File: config.mk
export PLATFORM = sky130hd
export DESIGN_NAME = pipeline_buf_flat
export DESIGN_NICKNAME = d
export VERILOG_FILES = /design/src/rtl/pipeline_buf_if.sv /design/src/rtl/pipeline_buf.sv /design/src/flat_wrapper.sv
export SDC_FILE = /design/constraint.sdc
export NUM_CORES = 1
export LEC_CHECK = 0
export ABC_AREA = 1
export CORE_MARGIN = 2
export CORE_UTILIZATION = 43
export DETAILED_ROUTE_END_ITERATION = 6
export PLACE_DENSITY = 0.79
export SLEW_MARGIN = 10
export SYNTH_ARGS = -nofsm -noshare
export SYNTH_HDL_FRONTEND = slang
export SYNTH_SLANG_ARGS = --single-unit
File: constraint.sdc
create_clock -name clk -period 3 [get_ports clk]
set_input_delay 0.9 -clock clk [delete_from_list [all_inputs] [get_ports clk]]
set_output_delay 0.9 -clock clk [all_outputs]
set_load 0.05 [all_outputs]
File: src/rtl/pipeline_buf_if.sv
// ---------------------------------------------------------------------------
// pipeline_buf_if
//   Handshake bundle for one elastic pipeline stage buffer.
//
//   Upstream side   : valid_in, in        -> buffer ; allow_in  -> upstream
//   Downstream side : valid_out, out      -> downstream ; allow_out -> buffer
//   Stage control   : stall, flush        -> buffer
//   Status          : valid, count        -> observer
//
//   modport slave  : the buffer's view (drives allow_in/valid_out/out/status)
//   modport master : the surrounding pipeline's view (drives everything else)
// ---------------------------------------------------------------------------
interface pipeline_buf_if #(
   parameter int WIDTH = 32,
   parameter int DEPTH = 2,
   parameter int CW    = $clog2(DEPTH + 1)
);
   logic             stall;
   logic             flush;
   logic             valid_in;
   logic             allow_in;
   logic [WIDTH-1:0] in;
   logic             valid_out;
   logic             allow_out;
   logic [WIDTH-1:0] out;
   logic             valid;
   logic [CW-1:0]    count;

   modport slave (
      input  stall, flush, valid_in, in, allow_out,
      output allow_in, valid_out, out, valid, count
   );

   modport master (
      output stall, flush, valid_in, in, allow_out,
      input  allow_in, valid_out, out, valid, count
   );
endinterface

File: src/rtl/pipeline_buf.sv
// ---------------------------------------------------------------------------
// pipeline_buf
//   Elastic pipeline register placed between two CPU pipeline stages.
//   Holds up to DEPTH entries in a circular buffer. allow_in is derived only
//   from occupancy (and flush), so the allow_out -> allow_in combinational
//   path that a single-entry stage register creates is broken here.
//
//   Ports
//     clk   : clock
//     reset : synchronous, active-high reset (pointers and count only)
//     bus   : pipeline_buf_if.slave
//               stall     in  : hold output (no valid_out, no pops)
//               flush     in  : drop all entries and the incoming one
//               valid_in  in  : upstream offers an entry
//               allow_in  out : stage accepts an entry this cycle
//               in        in  : upstream payload
//               valid_out out : head entry offered downstream
//               allow_out in  : downstream accepts this cycle
//               out       out : head payload (zero when empty)
//               valid     out : buffer non-empty, ignores stall
//               count     out : occupancy 0..DEPTH
//
//   Parameters
//     WIDTH : payload width
//     DEPTH : entry count, must be >= 2; need not be a power of two
//     CW    : occupancy width, derived
// ---------------------------------------------------------------------------
module pipeline_buf #(
   parameter  int WIDTH = 32,
   parameter  int DEPTH = 2,
   localparam int CW    = $clog2(DEPTH + 1)
) (
   input  logic           clk,
   input  logic           reset,
   pipeline_buf_if.slave  bus
);

   // Pointer width; DEPTH >= 2 keeps this at least one bit.
   localparam int            PW       = (DEPTH > 1) ? $clog2(DEPTH) : 1;
   localparam logic [CW-1:0] FULL_CNT = CW'(DEPTH);
   localparam logic [PW-1:0] LAST_PTR = PW'(DEPTH - 1);

   // Storage is deliberately not reset: only the bookkeeping is.
   logic [WIDTH-1:0] mem [DEPTH];

   logic [PW-1:0] head;
   logic [PW-1:0] tail;
   logic [CW-1:0] count;

   logic full;
   logic empty;
   logic allow_in;
   logic valid_out;
   logic push;
   logic pop;

   // Explicit wrap so non power-of-two depths index only legal slots.
   function automatic logic [PW-1:0] ptr_inc(input logic [PW-1:0] p);
      return (p == LAST_PTR) ? '0 : p + 1'b1;
   endfunction

   assign full  = (count == FULL_CNT);
   assign empty = (count == '0);

   // A full buffer refuses input even if the head pops this cycle; that
   // keeps allow_in free of any allow_out/stall dependence. Flush opens
   // the input, but the offered entry is dropped (push is gated below).
   assign allow_in  = ~full | bus.flush;

   // flush does not gate valid_out: a head handshake in a flush cycle is
   // treated as delivered, the buffer is simply emptied afterwards.
   assign valid_out = ~empty & ~bus.stall;

   assign push = bus.valid_in & allow_in & ~bus.flush;
   assign pop  = valid_out & bus.allow_out;

   assign bus.allow_in  = allow_in;
   assign bus.valid_out = valid_out;
   assign bus.valid     = ~empty;
   assign bus.count     = count;
   assign bus.out       = empty ? '0 : mem[head];

   // Bookkeeping: reset, then flush, then push/pop.
   always_ff @(posedge clk) begin
      if (reset) begin
         head  <= '0;
         tail  <= '0;
         count <= '0;
      end else if (bus.flush) begin
         head  <= '0;
         tail  <= '0;
         count <= '0;
      end else begin
         if (push) tail <= ptr_inc(tail);
         if (pop)  head <= ptr_inc(head);
         unique case ({push, pop})
            2'b10:   count <= count + 1'b1;
            2'b01:   count <= count - 1'b1;
            default: count <= count;
         endcase
      end
   end

   // Payload storage; entry written at tail only on an accepted push.
   always_ff @(posedge clk) begin
      if (push && !reset) mem[tail] <= bus.in;
   end

   // Structural sanity checks on the bookkeeping.
   a_count_range : assert property (@(posedge clk) disable iff (reset)
      count <= FULL_CNT);
   a_no_push_full : assert property (@(posedge clk) disable iff (reset)
      !(push && full));
   a_no_pop_empty : assert property (@(posedge clk) disable iff (reset)
      !(pop && empty));

endmodule

File: src/flat_wrapper.sv
// flat-port wrapper written by rule: the top's interface ports become plain ports
module pipeline_buf_flat 
#(
   parameter  int WIDTH = 32,
   parameter  int DEPTH = 2,
   localparam int CW    = $clog2(DEPTH + 1)
)
  (clk, reset, bus_stall, bus_flush, bus_valid_in, bus_in, bus_allow_out, bus_allow_in, bus_valid_out, bus_out, bus_valid, bus_count);
  pipeline_buf_if #(.WIDTH(WIDTH), .DEPTH(DEPTH)) bus_i ();
  input  logic clk;
  input  logic reset;
  input wire logic [$bits(bus_i.stall)-1:0] bus_stall;
  input wire logic [$bits(bus_i.flush)-1:0] bus_flush;
  input wire logic [$bits(bus_i.valid_in)-1:0] bus_valid_in;
  input wire logic [$bits(bus_i.in)-1:0] bus_in;
  input wire logic [$bits(bus_i.allow_out)-1:0] bus_allow_out;
  output wire logic [$bits(bus_i.allow_in)-1:0] bus_allow_in;
  output wire logic [$bits(bus_i.valid_out)-1:0] bus_valid_out;
  output wire logic [$bits(bus_i.out)-1:0] bus_out;
  output wire logic [$bits(bus_i.valid)-1:0] bus_valid;
  output wire logic [$bits(bus_i.count)-1:0] bus_count;
  assign bus_i.stall = bus_stall;
  assign bus_i.flush = bus_flush;
  assign bus_i.valid_in = bus_valid_in;
  assign bus_i.in = bus_in;
  assign bus_i.allow_out = bus_allow_out;
  assign bus_allow_in = bus_i.allow_in;
  assign bus_valid_out = bus_i.valid_out;
  assign bus_out = bus_i.out;
  assign bus_valid = bus_i.valid;
  assign bus_count = bus_i.count;
  pipeline_buf #(.WIDTH(WIDTH), .DEPTH(DEPTH)) u_core (.clk(clk), .reset(reset), .bus(bus_i));
endmodule
; Yosys cells after proc, flatten, opt, wreduce, memory -nomap -nowiden
; Memory sizes are Yosys's and may differ from the RTL's. A register that Yosys moved wholly into a read port is not among the register bits.
; Index checks and enable logic that the tools add are counted.
[totals]
regBits = 4
ram_bits = 64
inputBits = 38
output_inout_bits = 37
word_cells = 33
n_memories = 1
[memory_table]
columns = memory, words, width, rd, rd_ports_with_merged_regs, write_ports, line
row1 = u_core.mem, 2, 32, 1, 1, 1, pipeline_buf.sv:44  ; logic [WIDTH-1:0] mem [DEPTH];
[op_classes]
n_addsub = 4
eq_ne = 3
mux = 8
bitwise_logic = 9
reduce_logical = 5
[ops]
columns = op, n
row1 = two-way mux 32 bit, 1
row2 = two-way mux 1 bit, 6
row3 = bitwise AND 1 bit, 4
row4 = == test 2 bit (second input constant), 2
row5 = inverter 1 bit, 4
row6 = case mux 2 bit (2 select lines), 1
row7 = adder 1 bit (second input constant), 2
row8 = adder 2 x 1 -> 2 bit (second input constant), 1
row9 = == test 2 x 1 -> 1 bit (second input constant), 1
row10 = zero test 2 bit, 1
row11 = nonzero test 2 bit, 1
row12 = OR reduction 2 bit, 1
row13 = subtractor 2 x 1 -> 2 bit (second input constant), 1
row14 = logical AND 1 bit, 1
row15 = zero test 1 bit, 1
row16 = OR 1 bit, 1

; Longest topological paths before layout
[logic_depth]
word_depth = 8
mapped_depth = 10

; Least setup slack after synthesis
; No wires, ideal clock.
[synth_path]
path_type = input -> register
start = input port bus_flush
end = memory u_core.mem[1][0] (enable)
arrival_ps = 2590
slack_ps = -11
path_stages = 5
n_path_buf = 0
cell_sequence = inv_1 nand2_1 nor2_1 nand2_1 nor2_1
[synth_via]
elab_chain_len = 6
word_cells_on_any_way = 7
classes_between = 2 x mux / 4 x bitwise / 1 x reduce/logical
[synth_lines]
columns = element, line
row1 = "start, declared", flat_wrapper.sv:13  ; input wire logic [$bits(bus_i.flush)-1:0] bus_flush;
row2 = OR 1 bit, pipeline_buf.sv:68  ; assign allow_in = ~full | bus.flush;
row3 = bitwise AND 1 bit, pipeline_buf.sv:74  ; assign push = bus.valid_in & allow_in & ~bus.flush;
row4 = bitwise AND 1 bit (*), pipeline_buf.sv:74
row5 = logical AND 1 bit (*), pipeline_buf.sv:106  ; if (push && !reset) mem[tail] <= bus.in;
row6 = two-way mux 1 bit (*), pipeline_buf.sv:106
row7 = two-way mux 1 bit (implied by the code) (*), pipeline_buf.sv:106
row8 = "end, declared", pipeline_buf.sv:44
; Every way passes the cells marked *; elsewhere a longest branch is shown, timed or not.

; Worst setup path in the final report
[layout_path]
start = register u_core.count[0], in the netlist u_core.bus.count[0]
end = output port bus_valid
[layout_via]
elab_chain_len = 2
[layout_lines]
columns = element, line
row1 = "start, declared", pipeline_buf.sv:48  ; logic [CW-1:0] count;
row2 = "start signal, assigned", pipeline_buf.sv:97  ; 2'b10: count <= count + 1'b1;
row3 = "start signal, assigned", pipeline_buf.sv:98  ; 2'b01: count <= count - 1'b1;
row4 = "start signal, assigned", pipeline_buf.sv:99  ; default: count <= count;
row5 = zero test 2 bit, pipeline_buf.sv:63  ; assign empty = (count == '0);
row6 = inverter 1 bit, pipeline_buf.sv:79  ; assign bus.valid = ~empty;
row7 = "end, declared", flat_wrapper.sv:20  ; output wire logic [$bits(bus_i.valid)-1:0] bus_valid;
; No other way between the ends.

==> flow_summary.toml <==
[die]
start_util_pct = 44.37
core_region_area_um2 = 6314
die_x_um = 84.72
rows = 29
die_area_um2 = 7177
io_pins = 75
die_h_um = 84.72

[global_routing]
grt_start_max_net_pins = 34
grt_pass1_vias = 1755
grt_pass1_wl_mm = 7.790
grt_usage_pct = 14.29
grt_overflow = 0
antenna_found_initial = 0

[pwr]
cellLeakagePower_uw = 0.001395
irDropWorstVdd_uv = 347.9
power_density_nw_per_um2 = 538.4

[setup_path]
critPathSlowestCell = "clkdlybuf4s50_1"
critical_path_class = "reg -> out"
start_kind = "register"
crit_chain = "inv_2 > nand2_4 > clkdlybuf4s50_1"
crit_path_end_kind = "output pin"
arrival_ns = 1.75
slowest_delay_ns = 0.80
critPathMaxFanout = 6
required_ns = 2.10

[timing]
fin_crit_ns = 2.651
setup_viol = 0
finalHoldViolations = 0
setup_tns_ns = 0
period_share_pct = 88.36
max_slew_margin_pct = 63.86
worst_slew_pin_slew_ns = 0.5412
fmax_mhz = 377.2
skew_ns = 0.005143
drv_slew = 0
rsz0062_at_grt = "no"

[synthesis]
yosys-top-cells-area = "edfxtp_1, nand2_1, a21oi_2, dfxtp_1, nor2_1"
ys_seq_area_share_pct = 72.18
avgSynthCellArea_um2 = 12.85
synth_seq_cells = 69
syn-num-nets = 257
synthCells = 218
synth_top_area_share_pct = 68.60
yosys.area.top_type = "edfxtp_1"
ys_warn_count = 0
synth_cell_types = 19
syn_area_um2 = 2801

[layout]
instances_no_fill = 381
layout-drive-gt1-share_pct = 29.28
fin_nets = 338
syn2layout_area_growth_pct = 34.66
num_antenna_cells = 0
stdcell_area_um2 = 3772

[clock_tree]
cts_tree = "done"
clk_path_buf_depth = 2
cts_setup_buffers = 0
cts_made_buffers = 9
clk_latency_ns = 0.32
clkTransAtPathRegs_ns = 0.07
cts_sinks = 69
htreeDepth = 3
ctsResizeCount = 0
hold_buffers = 0
cts_root_buf = "clkbuf_8"

[drt]
drc = 0
drt_iter0_markers = 110
antenna_left = 0
drt-total-wl_mm = 5.035
wire_per_inst_um = 13.22
vias_per_cell = 4.730
vias = 1802
dr.pass1.iters = 4

[placed_design]
dp_hpwl_mm = 3.353
port_buffers = 74
place_area_um2 = 3566
dp_cells = 365
gp_congestion = 0.6835

[hold_path]
hold_class = "reg -> reg"

[job]
maxCapViolations = 0

[run_status]
status = "finished, final reports clean"
==> Yosys cell counts, drive strengths merged <==
cell,count
nor2,13
dfxtp,5
nand4,2
a21oi,32
nand2,75
edfxtp,64
inv,12
xor2,1
nand3,1
buf,10
ha,1
nor3,2
==> cells in the final DEF, fill, tap and decap left out, drive strengths merged <==
cell type / netlist / final
nor2: 13 / 13
edfxtp: 64 / 64
nand2: 75 / 75
xor2: 1 / 1
inv: 12 / 12
nor3: 2 / 2
nand4: 2 / 2
buf: 10 / 40
ha: 1 / 1
bufinv: 0 / 2
clkbuf: 0 / 11
clkdlybuf4s50: 0 / 40
a21oi: 32 / 32
nand3: 1 / 1
dfxtp: 5 / 5
clkinv: 0 / 3
==> report_power, final <==
group / leakage, uW / total, uW / switching [uW] / internal [uW]
clock network: 0.000107 / 771 / 307 / 464
logic: 0.000666 / 186 / 108 / 77.2
registers: 0.000622 / 1070 / 5.21 / 1070
==> stage by stage <==
step	hold slack (ns)	utilization [%]	total power (uW)	setup slack [ns]
floorplan	0.4896	-	1194	0.1008
global placement	0.5015	56.48	1278	0.4027
detailed placement	0.5178	56.48	1282	0.3960
CTS	0.5275	59.75	2058	0.3212
global route	0.5509	59.75	2112	0.2803
finish	0.5277	59.75	2031	0.3492
==> cell families after synthesis <==
group,Yosys count,share of synthesized area (%)
simple gates,93,13.22
flops,69,72.18
buf+inv,22,4.243
fa+ha+maj,1,0.4466
xor+xnor,1,0.3127
compound gates,32,9.602
==> flip-flops by register name, indices dropped and copies added, names as in the netlist, named ones only <==
register,cells
u_core.bus.count,2
u_core.mem,64
u_core.head,1
u_core.tail,1
==> layout make-up <==
type | instances | area (um2)
clock buffer | 11 | 131.4
clock inverter | 5 | 75.07
fill | 523 | 2541
inverter | 12 | 47.55
multi-input combinational | 127 | 674.4
sequential | 69 | 2022
tap | 77 | 96.34
timing repair buffer | 80 | 725.7
==> metal layers <==
| layer | global-route usage [%] | share of wire (%) |
|---|---|---|
| met1 | 15.29 | 40 |
| met2 | 26.34 | 54 |
| met4 | 4.329 | 0.54 |
| met3 | 5.015 | 5.1 |
| met5 | 0 | 0 |
==> final timing paths <==
kind | endpoint | from | slack [ns] | cells after the start
setup / recovery | bus_valid | u_core.bus.count[0] | 0.35 | 3
hold / removal | u_core.bus.count[1] | u_core.bus.count[1] | 0.53 | 2
setup reg to reg | u_core.mem[0][19] | u_core.bus.count[0] | 1.39 | 5
hold reg to reg | u_core.bus.count[1] | u_core.bus.count[1] | 0.53 | 2
==> worst max-delay path, delay by kind of cell, from the launching register on <==
family                 cells  cell delay, ns
flip-flops                 1            0.45
buffers and inverters      2            0.88
AND/OR/NAND/NOR            1            0.10
No activity file was read; power rests on OpenSTA's default activity.
